`config.mk`:
```
export PLATFORM = sky130hd
export DESIGN_NAME = axil_load_master
export DESIGN_NICKNAME = d
export VERILOG_FILES = /design/src/rtl/axil_load_master.sv
export SDC_FILE = /design/constraint.sdc
export NUM_CORES = 1
export LEC_CHECK = 0
export ABC_AREA = 1
export CORE_MARGIN = 10
export CORE_UTILIZATION = 35
export CTS_BUF_LIST = sky130_fd_sc_hd__clkbuf_2 sky130_fd_sc_hd__clkbuf_4 sky130_fd_sc_hd__clkbuf_8
export DETAILED_ROUTE_END_ITERATION = 7
export GPL_TIMING_DRIVEN = 0
export MAX_ROUTING_LAYER = met4
export PLACE_DENSITY = 0.79
export SLEW_MARGIN = 10
export SYNTH_ARGS = -nofsm -noshare
export SYNTH_HDL_FRONTEND = slang
export SYNTH_SLANG_ARGS = --single-unit
```
`constraint.sdc`:
```
create_clock -name clk -period 3.3 [get_ports clk]
set_input_delay 0.825 -clock clk [delete_from_list [all_inputs] [get_ports clk]]
set_output_delay 0.825 -clock clk [all_outputs]
set_load 0.01 [all_outputs]
```
`src/rtl/axil_load_master.sv`:
```
// AXI-Lite read initiator for core loads: one AR/R transaction per request,
// byte/half/word lane selection with sign or zero extension, error and timeout reporting.
module axil_load_master #(
    parameter int TIMEOUT = 1024,
    parameter int CNT_W   = 11
) (
    input  logic        clk,
    input  logic        reset,
    input  logic        req_valid,
    output logic        req_ready,
    input  logic [31:0] req_addr,
    input  logic [1:0]  req_size,
    input  logic        req_signed,
    output logic        resp_valid,
    output logic [31:0] resp_data,
    output logic        resp_err,
    output logic [31:0] axi_araddr,
    output logic        axi_arvalid,
    input  logic        axi_arready,
    input  logic        axi_rvalid,
    output logic        axi_rready,
    input  logic [31:0] axi_rdata,
    input  logic [1:0]  axi_rresp,
    output logic [2:0]  dbg_state
);

    // Handshakes: a transfer happens on a rising clk edge where valid and ready are both 1.
    // resp_valid is a one-cycle strobe with no backpressure.
    typedef enum logic [2:0] {
        S_IDLE   = 3'd0,
        S_AR     = 3'd1,
        S_R_WAIT = 3'd2,
        S_DONE   = 3'd3,
        S_DRAIN  = 3'd4
    } state_t;

    state_t            state_q, state_d;
    logic [1:0]        off_q;
    logic [1:0]        size_q;
    logic              signed_q;
    logic              timed_out_q;
    logic [CNT_W-1:0]  cnt_q;

    logic              accept;
    logic              misaligned;
    logic              timeout_hit;
    logic [7:0]        byte_l;
    logic [15:0]       half_l;
    logic [31:0]       lane_ext;

    logic              req_ready_d, resp_valid_d, resp_err_d, arvalid_d, rready_d;
    logic [31:0]       resp_data_d, araddr_d;

    logic              unused_rresp0;
    assign unused_rresp0 = axi_rresp[0];

    assign dbg_state   = state_q;
    assign accept      = (state_q == S_IDLE) && req_valid;
    assign misaligned  = (req_size == 2'b11)
                       || ((req_size == 2'b01) && req_addr[0])
                       || ((req_size == 2'b10) && (req_addr[1:0] != 2'b00));
    assign timeout_hit = (state_q == S_R_WAIT) && !axi_rvalid
                       && (cnt_q == CNT_W'(TIMEOUT - 1));

    // Lane select uses the offset/size latched at request time, not the live inputs.
    always_comb begin
        byte_l   = 8'(axi_rdata >> {off_q, 3'b000});
        half_l   = off_q[1] ? axi_rdata[31:16] : axi_rdata[15:0];
        lane_ext = axi_rdata;
        case (size_q)
            2'b00:   lane_ext = {{24{signed_q & byte_l[7]}}, byte_l};
            2'b01:   lane_ext = {{16{signed_q & half_l[15]}}, half_l};
            default: lane_ext = axi_rdata;
        endcase
    end

    // State register plus registered outputs and datapath.
    always_ff @(posedge clk) begin
        if (reset) begin
            state_q     <= S_IDLE;
            req_ready   <= 1'b1;
            resp_valid  <= 1'b0;
            resp_data   <= 32'd0;
            resp_err    <= 1'b0;
            axi_arvalid <= 1'b0;
            axi_rready  <= 1'b0;
            axi_araddr  <= 32'd0;
            cnt_q       <= '0;
            off_q       <= 2'b00;
            size_q      <= 2'b00;
            signed_q    <= 1'b0;
            timed_out_q <= 1'b0;
        end else begin
            state_q     <= state_d;
            req_ready   <= req_ready_d;
            resp_valid  <= resp_valid_d;
            resp_data   <= resp_data_d;
            resp_err    <= resp_err_d;
            axi_arvalid <= arvalid_d;
            axi_rready  <= rready_d;
            axi_araddr  <= araddr_d;
            if (accept) begin
                off_q       <= req_addr[1:0];
                size_q      <= req_size;
                signed_q    <= req_signed;
                timed_out_q <= 1'b0;
            end else if (timeout_hit) begin
                timed_out_q <= 1'b1;
            end
            if ((state_q == S_AR) && axi_arready) begin
                cnt_q <= '0;
            end else if ((state_q == S_R_WAIT) && !axi_rvalid) begin
                cnt_q <= cnt_q + 1'b1;
            end
        end
    end

    // Next-state logic.
    always_comb begin
        state_d = state_q;
        case (state_q)
            S_IDLE:   if (req_valid) state_d = misaligned ? S_DONE : S_AR;
            S_AR:     if (axi_arready) state_d = S_R_WAIT;
            S_R_WAIT: if (axi_rvalid || timeout_hit) state_d = S_DONE;
            S_DONE:   state_d = timed_out_q ? S_DRAIN : S_IDLE;
            S_DRAIN:  if (axi_rvalid) state_d = S_IDLE;
            default:  state_d = S_IDLE;
        endcase
    end

    // Output logic: next values of the registered outputs.
    always_comb begin
        req_ready_d  = (state_d == S_IDLE);
        arvalid_d    = (state_d == S_AR);
        rready_d     = (state_d == S_R_WAIT) || (state_d == S_DRAIN);
        resp_valid_d = (state_d == S_DONE);
        araddr_d     = accept ? req_addr : axi_araddr;
        resp_err_d   = 1'b0;
        resp_data_d  = 32'd0;
        if (accept && misaligned) begin
            resp_err_d = 1'b1;
        end else if ((state_q == S_R_WAIT) && axi_rvalid) begin
            resp_err_d  = axi_rresp[1];
            resp_data_d = axi_rresp[1] ? 32'd0 : lane_ext;
        end else if (timeout_hit) begin
            resp_err_d = 1'b1;
        end
    end

endmodule
```
==> results.json <==
{
  "synth_edf_count": 0,
  "routedWlPerCell_um": 15.4,
  "ff2ff_setup_slack_ns": 1.76,
  "cellLeakagePower_nw": 2.16,
  "gp_congestion": 0.859,
  "worst_setup_path_end_kind": "output pin",
  "core-area_um2": 9860,
  "nets": 721,
  "dpl.hpwl_mm": 9.58,
  "path_delay_family": "buffers and inverters",
  "timing.setup.tns_ns": 0,
  "r2r-start": "dbg_state[2]$_SDFF_PP0_",
  "rr_worst_depth": 6,
  "critical_path_class": "reg -> out",
  "grt_pass1_vias": 3770,
  "avgSynthCellArea_um2": 7.29,
  "p_per_area_nw_per_um2": 490,
  "worstSkewPairLatency_ns": 0.36,
  "grt_pass1_wl_mm": 18.9,
  "whs_ns": 0.473,
  "async_flop_share_pct": 0,
  "final_common_cell": "clkdlybuf4s50_1",
  "clock_sinks": 87,
  "synth_area_um2": 3580,
  "dr.pass1.iters": 5,
  "totalWireLength_mm": 12.1,
  "syn_nets": 566,
  "dp.cells": 768,
  "drtIter0Drc": 206,
  "cts_resized": 0,
  "h-tree-depth": 3,
  "fillers": 935,
  "slowest_stage": "clkdlybuf4s50_1",
  "synthFlopType": "dfxtp_1",
  "cts_setup_buffers": 0,
  "syn_inst": 491,
  "worst-path-buf-inv": 1,
  "grt_max_degree": 17,
  "holdPathStages": 2,
  "rsz0062_at_grt": "no",
  "critical_path.max_stage_delay_ns": 0.59,
  "antenna_found_initial": 0,
  "startpoint_type": "flop",
  "ir_drop_mv": 0.293,
  "cts.path.max_buffers": 2,
  "min_from": "cnt_q[10]$_SDFFE_PP0P_",
  "cts_tree": "yes",
  "hold_buffers": 0,
  "cp-startpoint": "dbg_state[1]$_SDFF_PP0_",
  "setup_viol": 0,
  "synth_seq_cells": 87,
  "start_util_pct": 36.3,
  "io_buffer_count": 144,
  "layout_min_cycle_time_ns": 2.23,
  "grt.total_usage_pct": 16.4,
  "most-common-layout-cells": "clkdlybuf4s50_1, nand2_1, dfxtp_1, nor2_1, o21ai_0",
  "ys_seq_area_share_pct": 48.7,
  "tightestPinTransition_ns": 0.447,
  "dieArea_um2": 14700,
  "rr_endpoint": "resp_data[13]$_SDFF_PP0_",
  "crit_fanout": 7,
  "post_drt_via_cell_ratio": 4.78,
  "rows": 36,
  "slew_headroom_pct": 70.2,
  "grt_overflow": 0,
  "hold_end": "cnt_q[10]$_SDFFE_PP0P_",
  "max_cap_viol_count": 0,
  "die-height_um": 121,
  "postRouteAntennaNets": 0,
  "cts_made_buffers": 9,
  "finalMaxSlewViolations": 0,
  "num_vias": 3747,
  "status": "finished clean",
  "crit_chain": "clkdlybuf4s50_1",
  "utilization_pct": 55.1,
  "ios": 146,
  "fmax_mhz": 448,
  "clk_pin_slew_ns": 0.09,
  "synthToLayoutAreaGrowth_pct": 51.9,
  "fin_crit_sh_pct": 67.7,
  "cp_data_arrival_time_ns": 1.41,
  "die_width_um": 121,
  "yosysWarnings": 0,
  "cts-root-buf": "clkbuf_8",
  "drc": 0,
  "skew_ns": 0.0104,
  "hold_class": "reg -> reg",
  "cp.required_ns": 2.47,
  "synth.distinct_cells": 31,
  "n_antenna_cell": 0,
  "hold_viol_final": 0,
  "drive_above_1_share_pct": 5.84,
  "final_cell_count_no_fill": 784
}
registers in the layout, indices dropped and copies added (netlist names):
name and flops:
resp_data 32, axi_araddr 32, req_ready 1, cnt_q 11
axi_rready 1, signed_q 1, timed_out_q 1, resp_valid 1
resp_err 1, dbg_state 3, size_q 2, axi_arvalid 1
where the power goes:
part	internal (W)	switching, W	leakage (nW)
registers	0.00112	0.0000378	0.710
logic	0.000283	0.000307	1.33
clock network	0.000514	0.000408	0.122
synthesized netlist by cell type (all sizes together), types with 7 or more instances:
cell type / n / area share (%)
dfxtp: 87 / 49
clkbuf: 13 / 1.4
nand3: 19 / 2.9
o21ai: 48 / 6.7
a21oi: 41 / 5.9
buf: 9 / 1.6
nor2: 82 / 9.0
o211ai: 7 / 1.5
and2: 7 / 1.2
o21a: 7 / 1.5
nand2: 119 / 13
inv: 39 / 4.2
layout make-up:
cell class / count / area, um^2 / area share [%]
sequential: 87 / 1740 / 32.0
multi-input combinational: 343 / 1580 / 29.1
timing repair buffer: 144 / 1440 / 26.5
tap: 133 / 166 / 3.06
inverter: 39 / 151 / 2.78
clock inverter: 7 / 126 / 2.32
clock buffer: 9 / 124 / 2.28
buffer: 22 / 105 / 1.93
worst max-delay path by stage:
stage / end / cells past startpoint
final: dbg_state[1] / 1
after global routing: dbg_state[1] / 1
after CTS: dbg_state[1] / 1
after detailed placement: resp_data[13]$_SDFF_PP0_ / 6
after global placement: resp_data[13]$_SDFF_PP0_ / 6
after floorplan: resp_data[19]$_SDFF_PP0_ / 7
per-stage QoR:
| stage | setup WS, ns | total power, W | area, um^2 |
|---|---|---|---|
| 3_5_place_dp | 0.854 | 0.00177 | 5190 |
| 2_1_floorplan | 1.73 | 0.00146 | 3580 |
| 5_1_grt | 1.00 | 0.00281 | 5440 |
| 3_3_place_gp | 0.842 | 0.00176 | 5190 |
| 4_1_cts | 1.04 | 0.00269 | 5440 |
| 6_report | 1.07 | 0.00267 | 5440 |
routing by layer:
metal  share of wire, %  up-vias  track usage [%]  routed length [um]
met2                 47      156             27.0                5630
met4               0.82        0             4.52                  99
met1                 42     1706             18.7                5070
met3                 10       11             5.54                1260
li1                   -     1874                -                   -
met5                  0        -                -                   0
kinds of logic after synthesis:
family	share of synthesized area [%]
and+or+nand+nor	27.3
AOI/OAI and AO/OA	16.0
DFF	48.7
buffers and inverters	7.17
xor gates and xnor gates	0.490
adders and majority gates	0.350
No activity file was read; power rests on OpenSTA's default activity.
